[config.mk]
export PLATFORM = sky130hd
export DESIGN_NAME = rps_opponent
export DESIGN_NICKNAME = d
export VERILOG_FILES = /design/src/rtl/rps_opponent.sv
export SDC_FILE = /design/constraint.sdc
export NUM_CORES = 1
export LEC_CHECK = 0
export BUFFER_PORTS_ARGS = -buffer_cell sky130_fd_sc_hd__buf_2
export CELL_PAD_IN_SITES_DETAIL_PLACEMENT = 0
export CELL_PAD_IN_SITES_GLOBAL_PLACEMENT = 1
export CORE_MARGIN = 4
export CORE_UTILIZATION = 51
export DETAILED_ROUTE_END_ITERATION = 7
export PLACE_DENSITY = 0.88
export SYNTH_ARGS = -nofsm -noshare
export SYNTH_HDL_FRONTEND = slang
export SYNTH_SLANG_ARGS = --single-unit
[constraint.sdc]
create_clock -name clock -period 5.95 [get_ports clock]
set_input_delay 1.19 -clock clock [delete_from_list [all_inputs] [get_ports clock]]
set_output_delay 1.19 -clock clock [all_outputs]
set_load 0.005 [all_outputs]
[src/rtl/rps_opponent.sv]
// Rock-paper-scissors computer opponent: LFSR-driven spin, stop/auto-stop, hold until ack.
// Optional per-move statistics counters are enabled with `define RPS_OPPONENT_STATS_EN.
module rps_opponent #(
    parameter logic [15:0] SEED     = 16'hACE1,
    parameter int          SPIN_MIN = 4,
    parameter int          SPIN_MAX = 200
) (
    input  logic       clock,
    input  logic       reset_button,
    input  logic       req,
    input  logic       stop_signal,
    input  logic       ack,
    output logic [1:0] move,
    output logic       move_valid,
    output logic       busy
`ifdef RPS_OPPONENT_STATS_EN
    ,
    output logic [7:0] rock_count,
    output logic [7:0] paper_count,
    output logic [7:0] scissors_count
`endif
);

    // An all-zero Galois LFSR would lock up, so a zero seed is replaced.
    localparam logic [15:0] SEED_EFF = (SEED == 16'h0000) ? 16'h0001 : SEED;
    localparam logic [7:0]  MIN_M1   = 8'(SPIN_MIN - 1);
    localparam logic [7:0]  MAX_M1   = 8'(SPIN_MAX - 1);

    typedef enum logic [1:0] {
        IDLE = 2'd0,
        SPIN = 2'd1,
        HOLD = 2'd2
    } state_t;

    state_t      state;
    logic [15:0] lfsr;
    logic [1:0]  idx;
    logic [1:0]  idx_nxt;
    logic [2:0]  idx_sum;
    logic [7:0]  spin_cnt;
    logic        stop_pend;
    logic        spin_exit;

    always_comb begin
        idx_sum = {1'b0, idx} + 3'd1 + {2'b00, lfsr[0]};
        idx_nxt = (idx_sum >= 3'd3) ? 2'(idx_sum - 3'd3) : idx_sum[1:0];
        spin_exit = (((stop_pend | stop_signal) && (spin_cnt >= MIN_M1)) ||
                     (spin_cnt == MAX_M1));
    end

    always_ff @(posedge clock or posedge reset_button) begin
        if (reset_button)
            lfsr <= SEED_EFF;
        else
            lfsr <= (lfsr >> 1) ^ (lfsr[0] ? 16'hB400 : 16'h0000);
    end

    always_ff @(posedge clock or posedge reset_button) begin
        if (reset_button) begin
            state      <= IDLE;
            idx        <= 2'd0;
            spin_cnt   <= 8'd0;
            stop_pend  <= 1'b0;
            move       <= 2'b00;
            move_valid <= 1'b0;
            busy       <= 1'b0;
        end else begin
            case (state)
                IDLE: begin
                    if (req) begin
                        state    <= SPIN;
                        idx      <= 2'd0;
                        spin_cnt <= 8'd0;
                        busy     <= 1'b1;
                    end
                end
                SPIN: begin
                    idx <= idx_nxt;
                    if (spin_cnt != 8'hFF)
                        spin_cnt <= spin_cnt + 8'd1;
                    if (stop_signal)
                        stop_pend <= 1'b1;
                    if (spin_exit) begin
                        state      <= HOLD;
                        move       <= idx_nxt + 2'd1;
                        move_valid <= 1'b1;
                    end
                end
                HOLD: begin
                    if (ack) begin
                        state      <= IDLE;
                        move       <= 2'b00;
                        move_valid <= 1'b0;
                        busy       <= 1'b0;
                        stop_pend  <= 1'b0;
                    end
                end
                default: begin
                    state      <= IDLE;
                    move       <= 2'b00;
                    move_valid <= 1'b0;
                    busy       <= 1'b0;
                    stop_pend  <= 1'b0;
                end
            endcase
        end
    end

`ifdef RPS_OPPONENT_STATS_EN
    logic round_done;
    assign round_done = (state == SPIN) && spin_exit;

    always_ff @(posedge clock or posedge reset_button) begin
        if (reset_button) begin
            rock_count     <= 8'd0;
            paper_count    <= 8'd0;
            scissors_count <= 8'd0;
        end else if (round_done) begin
            case (idx_nxt)
                2'd0:    if (rock_count != 8'hFF)     rock_count     <= rock_count + 8'd1;
                2'd1:    if (paper_count != 8'hFF)    paper_count    <= paper_count + 8'd1;
                default: if (scissors_count != 8'hFF) scissors_count <= scissors_count + 8'd1;
            endcase
        end
    end
`endif

endmodule

==> results.yml <==
grt:
  grt_util_all_layers_pct: 17.5
  overflow: 0
  grt_pass1_wl_mm: 4.46
  grt_start_max_net_pins: 34
  antenna_found_initial: 0
  grt_pass1_vias: 985
floorplanning:
  dieWidth_um: 60.5
  fp.dieH_um: 60.5
  die-area_sq_mm: 0.00366
  io_pins: 9
  fp.coreArea_sq_mm: 0.00254
  rows: 18
  initial_core_util_pct: 55.3
sta:
  worst_pin_slew_ns: 0.649
  setup_violations: 0
  hold_slack_ns: 0.358
  finalSetupTns_ns: 0
  finalWorstPathRequiredPeriod_ns: 2.17
  skew_ns: 0.00939
  setup_ws_ns: 3.78
  rsz0062_at_grt: "false"
  finalCritPeriodShare_pct: 36.4
  hold_violations: 0
  slew_violations: 0
  slew-limit-headroom_pct: 56.6
  fmax_ghz: 0.462
final_layout:
  finalInstanceArea_sq_mm: 0.00156
  multi_input_area_sq_um: 523
  drive_gt1_share_pct: 22.4
  regArea_sq_um: 836
  num_antenna_cells: 0
  fin_nets: 142
  n_fill_cell: 220
  syn_to_final_growth_pct: 10.8
worst_setup_path:
  required_ns: 6.18
  crit_arrival_ns: 2.39
  startpoint_type: "flip-flop"
  path_max_fanout: 5
  ff2ff_setup_slack_ns: 3.78
  end_kind: "flip-flop"
  worstSetupPathType: "reg -> reg"
detailed_routing:
  drcViolationCount: 0
  vias_per_cell: 5.68
  vias: 932
  met1_length_mm: 1.16
  first_iter_violations: 51
  first_pass_iters: 4
  ant_nets: 0
  avgRoutedWirePerCell_um: 15.6
  wl_mm: 2.57
  top_layer_used: "met4"
  met3_length_um: 130
  wl_met2_mm: 1.24
cts:
  cts_sinks: 33
  cts.path.max_buffers: 2
  root_buffer: "clkbuf_4"
  cts_htree_levels: 2
  ctsHoldBuffers: 0
  clock_latency_ns: 0.33
  tritoncts: "built"
  clkTransAtPathRegs_ns: 0.10
  cts-resized-gates: 0
  cts_buffers: 5
  post_cts_buffers: 0
place:
  pre_cts_ws_ns: 3.70
  dp_hpwl_mm: 1.78
  place_area_sq_mm: 0.00147
  port_buffers: 8
  gp_congestion: 0.804
logic_synthesis:
  yosys.area.top_type_share_pct: 44.4
  ys_seq_elements: 33
  yosysTopAreaCell: "dfrtp_1"
  yosys-top-cells-area: "dfrtp_1, dfstp_2, o21ai_0"
  syn_avg_cell_area_sq_um: 11.8
  synthXorXnorAreaFrac_pct: 3.11
  yosys_warnings: 0
  synth_compound_area_share_pct: 15.9
  muxShareOfSynthArea_pct: 1.42
  syn_area_sq_mm: 0.00141
  synth_fp_nets: 128
  synth-adder-area-share_pct: 4.09
  synth_cell_type_count: 37
  ys_seq_area_share_pct: 59.4
  synthSimpleGateAreaFrac_pct: 12.6
  netlist_instances: 119
  synth_top_family_by_area: "compound AO/OA/AOI/OAI gates"
flow_run:
  max-cap-violations: 0
min_path:
  min_path_type: "reg -> reg"
power_and_ir_drop:
  power.leakage_nw: 0.726
  p_per_area_mw_per_mm2: 450
  irDropWorstVdd_uv: 319
status:
  status: "completed"
-- kinds of logic after synthesis --
| family | Yosys count |
|---|---|
| and+or+nand+nor | 35 |
| DFF | 33 |
| AOI/OAI and AO/OA | 30 |
| buffers and inverters | 10 |
| xor gates and xnor gates | 5 |
| adders and majority gates | 4 |
| muxes | 2 |
-- power by group --
group          internal (W)  switching [W]
clock network      0.000100      0.0000718
registers          0.000259      0.0000392
logic              0.000108       0.000123
total              0.000467       0.000234
-- layout make-up --
class	count	share of cell area [%]
Sequential cell	33	53.6
Multi-Input combinational cell	76	33.5
Clock inverter	1	1.93
Clock buffer	7	3.53
Timing Repair Buffer	9	3.05
Tap cell	30	2.41
Inverter	8	1.93
-- metal layers --
metal | global-route usage (%) | vias to the layer above
met3 | 6.60 | 4
met4 | 11.1 | 0
met1 | 21.5 | 459
met5 | 0 | -
li1 | - | 448
met2 | 25.9 | 21
-- synthesized netlist by cell type (all sizes together) --
cell / instances
a211o: 1
a21bo: 1
a21boi: 2
a21o: 1
a21oi: 5
a22o: 1
a31o: 1
a31oi: 1
a32o: 1
and2b: 1
and3: 1
and4: 1
buf: 2
dfrtp: 25
dfstp: 8
fa: 1
ha: 3
inv: 8
mux2i: 2
nand2: 13
nand2b: 2
nand3: 4
nand3b: 1
nand4: 1
nor2: 4
nor3: 2
nor3b: 1
nor4: 2
o21ai: 10
o21bai: 1
o2bb2ai: 3
o311ai: 1
o41ai: 1
or3: 2
xnor2: 1
xor2: 4
-- placed cells by master, fill, tap and decap left out, types with 5 or more instances in the layout --
cell and n:
a21oi_1 5, buf_2 8, clkbuf_4 5, dfrtp_1 25, dfstp_2 8, inv_1 8, nand2_1 13, o21ai_0 10
-- registers in the layout, indices dropped and copies added, names as in the netlist --
register	cells
busy	1
idx	2
lfsr	16
move	2
move_valid	1
spin_cnt	8
state	2
stop_pend	1
-- worst max-delay path, stage by stage (launching register included) --
cell and delay (ns):
dfstp_2 0.60, inv_1 0.06, ha_1 0.35, fa_1 0.48, nand2b_1 0.19, a21boi_0 0.14, xnor2_1 0.16, o2bb2ai_1 0.09
-- worst paths after layout --
path / startpoint / endpoint / cells past startpoint
worst min register to register: lfsr[4]$_DFF_PP0_ / lfsr[3]$_DFF_PP0_ / 0
worst max-delay path: lfsr[0]$_DFF_PP1_ / move[1]$_DFFE_PP0P_ / 7
worst max register to register: lfsr[0]$_DFF_PP1_ / move[1]$_DFFE_PP0P_ / 7
min in group asynchronous: reset_button / idx[1]$_DFFE_PP0P_ / 3
worst min-delay path: lfsr[4]$_DFF_PP0_ / lfsr[3]$_DFF_PP0_ / 0
max in group asynchronous: reset_button / lfsr[5]$_DFF_PP1_ / 3
-- per-stage QoR --
stage	std cells	power, W	utilization, %
after floorplan	119	0.000484	-
after CTS	164	0.000708	61.3
after detailed placement	156	0.000534	57.9
after global routing	164	0.000753	61.3
after global placement	156	0.000521	57.9
final	164	0.000701	61.3
Power figures use the tool's default switching activity.
